### src/rtl/othello_board_engine.sv
// Othello board store with a sequential move engine (direction check, then place/flip one cell per clock).
// Optional define SCORE_COUNT_EN adds registered black_cnt/white_cnt disc counters.
module othello_board_engine #(
   parameter int unsigned BOARD_N = 8,
   parameter int unsigned COORD_W = 3,
   parameter int unsigned FLIP_W  = 6
) (
   input  logic               clock,
   input  logic               resetn,
   input  logic               start_check,
   input  logic               start_place,
   input  logic [COORD_W-1:0] x,
   input  logic [COORD_W-1:0] y,
   input  logic               side,
   input  logic [COORD_W-1:0] rd_x,
   input  logic [COORD_W-1:0] rd_y,
   output logic [1:0]         rd_q,
   output logic               busy,
   output logic               done,
   output logic               legal,
   output logic [7:0]         dir,
   output logic [FLIP_W-1:0]  flip_cnt
`ifdef SCORE_COUNT_EN
   ,
   output logic [2*COORD_W:0] black_cnt,
   output logic [2*COORD_W:0] white_cnt
`endif
);

   localparam int unsigned IDX_W = 2 * COORD_W;
   localparam int unsigned MEM   = 1 << IDX_W;
   localparam int unsigned P_W   = COORD_W + 2;
   localparam int unsigned CNT_W = 2 * COORD_W + 1;

   typedef logic signed [P_W-1:0] pos_t;

   typedef enum logic [2:0] {
      S_IDLE,
      S_CHK_INIT,
      S_CHK_WALK,
      S_CHK_NEXT,
      S_FLIP_WALK,
      S_DONE
   } state_t;

   function automatic logic [1:0] init_cell(input int unsigned idx);
      int unsigned cx;
      int unsigned cy;
      int unsigned h;
      cx = idx % BOARD_N;
      cy = idx / BOARD_N;
      h  = BOARD_N / 2;
      if ((cx == h-1 && cy == h-1) || (cx == h && cy == h))
         return 2'b10;
      if ((cx == h && cy == h-1) || (cx == h-1 && cy == h))
         return 2'b11;
      return 2'b00;
   endfunction

   function automatic logic [IDX_W-1:0] cell_idx(input logic [COORD_W-1:0] cx,
                                                 input logic [COORD_W-1:0] cy);
      return IDX_W'(cy) * IDX_W'(BOARD_N) + IDX_W'(cx);
   endfunction

   function automatic pos_t step_x(input logic [2:0] d);
      case (d)
         3'd1, 3'd2, 3'd3: step_x = pos_t'(1);
         3'd5, 3'd6, 3'd7: step_x = '1;
         default:          step_x = '0;
      endcase
   endfunction

   function automatic pos_t step_y(input logic [2:0] d);
      case (d)
         3'd3, 3'd4, 3'd5: step_y = pos_t'(1);
         3'd0, 3'd1, 3'd7: step_y = '1;
         default:          step_y = '0;
      endcase
   endfunction

   function automatic logic [2:0] low_bit(input logic [7:0] m);
      low_bit = '0;
      for (int unsigned i = 0; i < 8; i++)
         if (m[7-i]) low_bit = 3'(7-i);
   endfunction

   // Storage is padded to a power of two so out-of-range reads return empty.
   logic [1:0]         board_q [MEM];
   logic [1:0]         board_d [MEM];
   state_t             state_q, state_d;
   logic [COORD_W-1:0] tx_q, tx_d, ty_q, ty_d;
   logic               side_q, side_d;
   logic               place_q, place_d;
   logic [7:0]         dir_q, dir_d;
   logic               legal_q, legal_d;
   logic [FLIP_W-1:0]  flip_cnt_q, flip_cnt_d;
   logic [2:0]         d_q, d_d;
   pos_t               px_q, px_d, py_q, py_d;
   logic               seen_q, seen_d;
   logic [7:0]         pend_q, pend_d;
   logic               tgt_done_q, tgt_done_d;

   logic [1:0]         own, opp, p_cell;
   logic               p_on, t_on, wr_en;
   logic [IDX_W-1:0]   p_idx, t_idx, wr_idx;
   logic [7:0]         pend_nx;

   assign own    = {1'b1, side_q};
   assign opp    = {1'b1, ~side_q};
   assign p_on   = (px_q >= 0) && (px_q < pos_t'(BOARD_N)) && (py_q >= 0) && (py_q < pos_t'(BOARD_N));
   assign t_on   = (pos_t'(tx_q) < pos_t'(BOARD_N)) && (pos_t'(ty_q) < pos_t'(BOARD_N));
   assign p_idx  = cell_idx(px_q[COORD_W-1:0], py_q[COORD_W-1:0]);
   assign t_idx  = cell_idx(tx_q, ty_q);
   assign p_cell = p_on ? board_q[p_idx] : 2'b00;

   assign rd_q     = board_q[cell_idx(rd_x, rd_y)];
   assign busy     = (state_q != S_IDLE);
   assign legal    = legal_q;
   assign dir      = dir_q;
   assign flip_cnt = flip_cnt_q;

   always_comb begin
      state_d    = state_q;
      tx_d       = tx_q;
      ty_d       = ty_q;
      side_d     = side_q;
      place_d    = place_q;
      dir_d      = dir_q;
      legal_d    = legal_q;
      flip_cnt_d = flip_cnt_q;
      d_d        = d_q;
      px_d       = px_q;
      py_d       = py_q;
      seen_d     = seen_q;
      pend_d     = pend_q;
      tgt_done_d = tgt_done_q;
      board_d    = board_q;
      wr_en      = 1'b0;
      wr_idx     = p_idx;
      done       = 1'b0;
      pend_nx    = pend_q & ~(8'b1 << d_q);

      case (state_q)
         S_IDLE: begin
            if (start_check || start_place) begin
               tx_d       = x;
               ty_d       = y;
               side_d     = side;
               place_d    = start_place;
               dir_d      = '0;
               legal_d    = 1'b0;
               flip_cnt_d = '0;
               state_d    = S_CHK_INIT;
            end
         end
         S_CHK_INIT: begin
            if (!t_on || board_q[t_idx][1]) begin
               state_d = S_DONE;
            end else begin
               d_d     = '0;
               px_d    = pos_t'(tx_q) + step_x(3'd0);
               py_d    = pos_t'(ty_q) + step_y(3'd0);
               seen_d  = 1'b0;
               state_d = S_CHK_WALK;
            end
         end
         S_CHK_WALK: begin
            if (!p_on || !p_cell[1] || (p_cell == own && !seen_q)) begin
               state_d = S_CHK_NEXT;
            end else if (p_cell == own) begin
               dir_d[d_q] = 1'b1;
               state_d    = S_CHK_NEXT;
            end else begin
               seen_d = 1'b1;
               px_d   = px_q + step_x(d_q);
               py_d   = py_q + step_y(d_q);
            end
         end
         S_CHK_NEXT: begin
            if (d_q == 3'd7) begin
               legal_d    = |dir_q;
               tgt_done_d = 1'b0;
               state_d    = (place_q && dir_q != '0) ? S_FLIP_WALK : S_DONE;
            end else begin
               d_d     = d_q + 3'd1;
               px_d    = pos_t'(tx_q) + step_x(d_q + 3'd1);
               py_d    = pos_t'(ty_q) + step_y(d_q + 3'd1);
               seen_d  = 1'b0;
               state_d = S_CHK_WALK;
            end
         end
         S_FLIP_WALK: begin
            // Target first, then each latched direction in ascending order; an own-colour
            // cell retires the direction and costs one cycle without a write.
            if (!tgt_done_q) begin
               wr_en      = 1'b1;
               wr_idx     = t_idx;
               tgt_done_d = 1'b1;
               pend_d     = dir_q;
               d_d        = low_bit(dir_q);
               px_d       = pos_t'(tx_q) + step_x(low_bit(dir_q));
               py_d       = pos_t'(ty_q) + step_y(low_bit(dir_q));
            end else if (p_on && p_cell == opp) begin
               wr_en      = 1'b1;
               flip_cnt_d = flip_cnt_q + FLIP_W'(1);
               px_d       = px_q + step_x(d_q);
               py_d       = py_q + step_y(d_q);
            end else begin
               pend_d = pend_nx;
               if (pend_nx == '0) begin
                  state_d = S_DONE;
               end else begin
                  d_d  = low_bit(pend_nx);
                  px_d = pos_t'(tx_q) + step_x(low_bit(pend_nx));
                  py_d = pos_t'(ty_q) + step_y(low_bit(pend_nx));
               end
            end
         end
         S_DONE: begin
            done    = 1'b1;
            state_d = S_IDLE;
         end
         default: state_d = S_IDLE;
      endcase

      if (wr_en)
         board_d[wr_idx] = own;
   end

   always_ff @(posedge clock) begin
      if (resetn) begin
         state_q    <= S_IDLE;
         tx_q       <= '0;
         ty_q       <= '0;
         side_q     <= 1'b0;
         place_q    <= 1'b0;
         dir_q      <= '0;
         legal_q    <= 1'b0;
         flip_cnt_q <= '0;
         d_q        <= '0;
         px_q       <= '0;
         py_q       <= '0;
         seen_q     <= 1'b0;
         pend_q     <= '0;
         tgt_done_q <= 1'b0;
         for (int unsigned i = 0; i < MEM; i++)
            board_q[i] <= init_cell(i);
      end else begin
         state_q    <= state_d;
         tx_q       <= tx_d;
         ty_q       <= ty_d;
         side_q     <= side_d;
         place_q    <= place_d;
         dir_q      <= dir_d;
         legal_q    <= legal_d;
         flip_cnt_q <= flip_cnt_d;
         d_q        <= d_d;
         px_q       <= px_d;
         py_q       <= py_d;
         seen_q     <= seen_d;
         pend_q     <= pend_d;
         tgt_done_q <= tgt_done_d;
         board_q    <= board_d;
      end
   end

`ifdef SCORE_COUNT_EN
   logic [CNT_W-1:0] black_cnt_q, black_cnt_d, white_cnt_q, white_cnt_d;

   // Every write gains one disc for the mover; writes after the target also take one from the opponent.
   always_comb begin
      black_cnt_d = black_cnt_q;
      white_cnt_d = white_cnt_q;
      if (wr_en) begin
         if (side_q) begin
            black_cnt_d = black_cnt_q + CNT_W'(1);
            if (tgt_done_q) white_cnt_d = white_cnt_q - CNT_W'(1);
         end else begin
            white_cnt_d = white_cnt_q + CNT_W'(1);
            if (tgt_done_q) black_cnt_d = black_cnt_q - CNT_W'(1);
         end
      end
   end

   always_ff @(posedge clock) begin
      if (resetn) begin
         black_cnt_q <= CNT_W'(2);
         white_cnt_q <= CNT_W'(2);
      end else begin
         black_cnt_q <= black_cnt_d;
         white_cnt_q <= white_cnt_d;
      end
   end

   assign black_cnt = black_cnt_q;
   assign white_cnt = white_cnt_q;
`endif

endmodule

### config.mk
export PLATFORM = sky130hd
export DESIGN_NAME = othello_board_engine
export DESIGN_NICKNAME = d
export VERILOG_FILES = /design/src/rtl/othello_board_engine.sv
export SDC_FILE = /design/constraint.sdc
export NUM_CORES = 1
export LEC_CHECK = 0
export CORE_MARGIN = 2
export CORE_UTILIZATION = 30
export DETAILED_ROUTE_END_ITERATION = 7
export GPL_TIMING_DRIVEN = 1
export PLACE_DENSITY = 0.43
export SYNTH_ARGS = -nofsm -noshare
export SYNTH_HDL_FRONTEND = slang
export SYNTH_SLANG_ARGS = --single-unit
### constraint.sdc
create_clock -name clock -period 4.1 [get_ports clock]
set_clock_uncertainty 0.15 [all_clocks]
set_input_delay 0.82 -clock clock [delete_from_list [all_inputs] [get_ports clock]]
set_output_delay 0.82 -clock clock [all_outputs]
set_load 0.01 [all_outputs]
---- Yosys cells after proc, flatten, opt, wreduce, memory -nomap -nowiden ----
Cells that the tools add are included.
cells by class
  bitwise operators ....................... 8
  reductions and logical operators ........ 57
  shifts and indexed selects .............. 1
  multiplexer cells ....................... 134
  eq/ne operators ......................... 51
  add/sub/neg operators ................... 16
  magnitude comparators ................... 11
operator list
  operator              number
  $mux W5               42
  $mux W74              2
  $bwmux W128           1
  $mux W3               33
  $pmux W5 S2           8
  $eq A3 B3 Y1 const B  18
  $reduce_or A3 Y1      16
  $mux W8               5
  $pmux W5 S4           2
  $bmux W2 S6           3
  $add A4 B5 Y5         6
  $eq A3 B2 Y1 const B  10
  $mux W6               5
  $ge A7 B7 Y1 const B  4
  $not A6 Y7            4
  $ne A2 B2 Y1 const B  12
  $add A5 B5 Y5         4
  $mux W2               10
  $add A6 B3 Y6         3
  $pmux W8 S2           1
  $eq A3 B1 Y1 const B  5
  $logic_not A3 Y1      5
  $pmux W3 S5           1
  $reduce_and A5 Y1     3
  other kinds (36)      75
word-level totals
  flip-flop bits (word level) ............. 177
  bits of input ports ..................... 17
  word-level logic and storage cells ...... 356

---- Logic depth before layout (Yosys ltp) ----
  depth in word-level cells ............... 27
  gate-level depth with buffers ........... 17
  depth with buffers taken out ............ 16

---- Least setup slack after synthesis ----
Ideal clock, no wire load.
  path type ............................... input to output
  start point ............................. input rd_x[0]
  end point ............................... output rd_q[1]
  data arrival time ....................... 3.087 ns
  buffers on the path ..................... 2
  stages .................................. 5
  slack ................................... 0.043 ns
  path through ............................ clkbuf_1 -> buf_1 -> mux4_2 -> mux4_2 -> mux4_2
on the way
  word-level cells in the longest chain between the ends .. 5
ends and longest elaborated chain
  what                                        line  source
  start: declaration                          15    input logic [COORD_W-1:0] rd_x,
  $add A6 B3 Y6                               62    return IDX_W'(cy) * IDX_W'(BOARD_N) + IDX_W'(cx);
  $not A6 Y7 (not written as such)            116   assign rd_q = board_q[cell_idx(rd_x, rd_y)];
  $bmux W2 S6                                 116
  $mux W2 (not written as such) (2 in a row)  116
  end: declaration                            17    output logic [1:0] rd_q,
Every way passes these cells. The select of a mux whose other input is x is not followed.

---- Worst setup path after layout ----
  start point ............................. input rd_x[0]
  end point ............................... output rd_q[0]
Same word-level chain as after synthesis.

==> impl_metrics.env <==
export IMPL_synth_top_flop_cell="dfxtp_1"
export IMPL_syn_nets=1315
export IMPL_crit_required_ns=3.13
export IMPL_cts_buffers=17
export IMPL_clk_latency_ns=0.46
export IMPL_worstMarginPinSlew_ns=0.857
export IMPL_vias=9879
export IMPL_coreArea_sq_um=38600
export IMPL_drive_above_1_share_pct=18.3
export IMPL_synth_edf_count=8
export IMPL_arrival_ns=3.07
export IMPL_clkPwrFrac_pct=30.0
export IMPL_place_area_sq_um=13000
export IMPL_firstDrtPassIters=5
export IMPL_grt_ovfl_total=0
export IMPL_status="finished clean"
export IMPL_worst_path_buf_inv=3
export IMPL_yosysWarnings=0
export IMPL_grtUsageMet2_pct=36.1
export IMPL_groute_usage_overall_pct=21.4
export IMPL_die_h_um=202
export IMPL_post_dp_hpwl_um=31600
export IMPL_drtIter0Drc=781
export IMPL_period_needed_ns=4.04
export IMPL_clk_path_buf_depth=2
export IMPL_via_per_inst=5.43
export IMPL_drtAntennaViolNets=0
export IMPL_design_portCount=36
export IMPL_cts_tree="built"
export IMPL_synthArstFlopShare_pct=0
export IMPL_met3_usage_pct=3.92
export IMPL_cpMaxStageDelayCell="mux4_2"
export IMPL_cts_sinks=177
export IMPL_grt_pass1_wl_um=64800
export IMPL_report_final_hold_viol_count=0
export IMPL_slew_headroom_pct=42.7
export IMPL_worstSetupPathType="input port to primary output"
export IMPL_path_cells="clkbuf_4 -> buf_12 -> mux4_2 -> mux4_2 -> mux4_2 -> dlygate4sd2_1"
export IMPL_htreeDepth=4
export IMPL_path_clk_slew_ns=0.08
export IMPL_synthCells=1248
export IMPL_gp_congestion=0.867
export IMPL_crit_fanout=11
export IMPL_pre_cts_ws_ns=-0.150
export IMPL_netlist_area_sq_um=11700
export IMPL_cts_setup_buffers=0
export IMPL_ctsHoldBuffers=0
export IMPL_power_density_nw_per_um2=426
export IMPL_routedWlPerCell_um=23.6
export IMPL_fin_area_sq_um=13600
export IMPL_grt_busiest_layer="met2"
export IMPL_max_freq_ghz=0.248
export IMPL_p_leak_nw=5.05
export IMPL_drt_total_wl_um=43000
export IMPL_grt_pass1_vias=9764
export IMPL_worst_path_largest_cell_delay_ns=0.53
export IMPL_io_buffer_count=35
export IMPL_fin_cells=1821
export IMPL_mostFrequentLayoutCell="dfxtp_1"
export IMPL_intPower_w=0.00350
export IMPL_tns_ns=0
export IMPL_route_detailed_drc=0
export IMPL_die_x_um=202
export IMPL_slew_viol_final=0
export IMPL_synth_seq_cells=177
export IMPL_start_util_pct=30.4
export IMPL_die_area_sq_um=40700
export IMPL_grt_max_degree=60
export IMPL_area_delta_synth_final_pct=16.0
export IMPL_rows=72
export IMPL_maxCapViolCount=0
export IMPL_p_sw_share_pct=39.6
export IMPL_crit_family="multiplexers"
export IMPL_p_total_w=0.00579
export IMPL_yosysSeqAreaShare_pct=30.9
export IMPL_antenna_found_initial=0
export IMPL_hold_path_class="flop to flop"
export IMPL_critPathCaptureType="primary output"
export IMPL_p_comb_share_pct=37.2
export IMPL_dp_cells=1788
export IMPL_setup_slack_ns=0.0637
export IMPL_period_share_pct=98.4
export IMPL_setup_viol=0
export IMPL_crit_top_cell="mux4_2"
export IMPL_use_met1_pct=28.0
export IMPL_seqPwrFrac_pct=32.8
export IMPL_synth_cell_type_count=73
export IMPL_fin_nets=1357
export IMPL_cts_root_buf="clkbuf_16"
export IMPL_switching_power_w=0.00229
export IMPL_rsz0062_at_grt="true"
export IMPL_critPathLaunchType="input port"
export IMPL_final_cell_mix="dfxtp_1, nand2_1, a21oi_1, mux2i_1, nor2_1"
export IMPL_avgSynthCellArea_sq_um=9.39
export IMPL_antennaDiodeCount=0
export IMPL_peakVddDrop_mv=0.364
==> cell usage after synthesis (10+ instances only) <==
cell type | instances | area [sq um]
a21o_1 | 10 | 75.1
a21oi_1 | 120 | 601
a31oi_1 | 13 | 81.3
and3_1 | 15 | 93.8
buf_1 | 10 | 37.5
buf_2 | 10 | 50.1
clkbuf_1 | 60 | 225
dfxtp_1 | 169 | 3380
ha_1 | 42 | 526
inv_1 | 80 | 300
mux2i_1 | 101 | 1010
mux4_2 | 83 | 1870
nand2_1 | 134 | 503
nand3_1 | 36 | 180
nand3_2 | 20 | 200
nor2_1 | 87 | 327
nor3_1 | 16 | 80.1
o21a_1 | 19 | 143
o21ai_0 | 33 | 165
o31ai_1 | 11 | 82.6
xnor2_1 | 17 | 149
xor2_1 | 12 | 105
==> final cells by class <==
class,instances,area (sq um)
multi-input cells,899,7390
clock buffers,18,439
repair buffers,110,1000
fillers,4029,25000
flip-flops and latches,177,3630
clock inverters,14,165
inverters,85,319
well taps,518,648
==> repair_timing <==
| item | in CTS | in global routing |
|---|---|---|
| resized for setup | 5 | 3 |
| cloned | 1 | 0 |
| endpoints found under the setup margin | 2 | 5 |
==> layer usage <==
metal | up-vias | share of wire (%)
met3 | 46 | 4.9
met4 | 0 | 1.9
met1 | 4901 | 44
met2 | 278 | 49
met5 | - | 0
li1 | 4654 | -
==> worst register-to-register path, stage by stage, from the launching register on <==
cell and delay, ns:
dfxtp_2 0.38, ha_1 0.27, ha_1 0.27, inv_1 0.26, a22o_1 0.24, nand2b_1 0.09
a31oi_1 0.30, mux2_2 0.45, ha_1 0.29, a21oi_1 0.14, nor2_1 0.05, nor2_1 0.11
xnor2_1 0.08, mux2_2 0.26, a211oi_1 0.26, nor3_1 0.08
==> stage by stage <==
| stage | hold WS, ns | util, % |
|---|---|---|
| 3_5_place_dp | 0.316 | 33.6 |
| 4_1_cts | 0.328 | 35.2 |
| 2_1_floorplan | 0.291 | - |
| 3_3_place_gp | 0.311 | 33.6 |
| 6_report | 0.321 | 35.3 |
| 5_1_grt | 0.353 | 35.3 |
==> sequential cells by signal, summed over array words and instances, names as in the netlist, 3 cells and up <==
name      cells
state_q       3
ty_q          3
pend_q        8
py_q          5
board_q     128
px_q          5
tx_q          3
flip_cnt      6
dir           8
d_q           3
==> cell families after synthesis <==
logic type	after synthesis	synth area share [%]
AO/OA/AOI/OAI	275	15.4
XOR/XNOR	29	2.17
adder cells (fa/ha/maj)	50	5.85
buffers and inverters	172	6.08
flip-flops	177	30.9
multiplexers	188	25.0
AND/OR/NAND/NOR	357	14.6
==> path summary, 6_finish.rpt <==
kind | end | cells past startpoint | from | slack (ns)
setup / recovery | rd_q[0] | 6 | rd_x[0] | 0.06
hold / removal | board_q[107] | 2 | board_q[107] | 0.32
setup reg to reg | py_q[3] | 15 | d_q[0] | 0.28
hold reg to reg | board_q[107] | 2 | board_q[107] | 0.32
==> power by group through the flow <==
| stage | clock network [W] | logic [W] | registers, W |
|---|---|---|---|
| finish | 0.00174 | 0.00216 | 0.00190 |
| global route | 0.00184 | 0.00231 | 0.00191 |
| CTS | 0.00178 | 0.00214 | 0.00190 |
| detailed placement | 0 | 0.00213 | 0.00194 |
| global placement | 0 | 0.00212 | 0.00194 |
| floorplan | 0 | 0.00142 | 0.00189 |
Power figures use the tool's default switching activity.
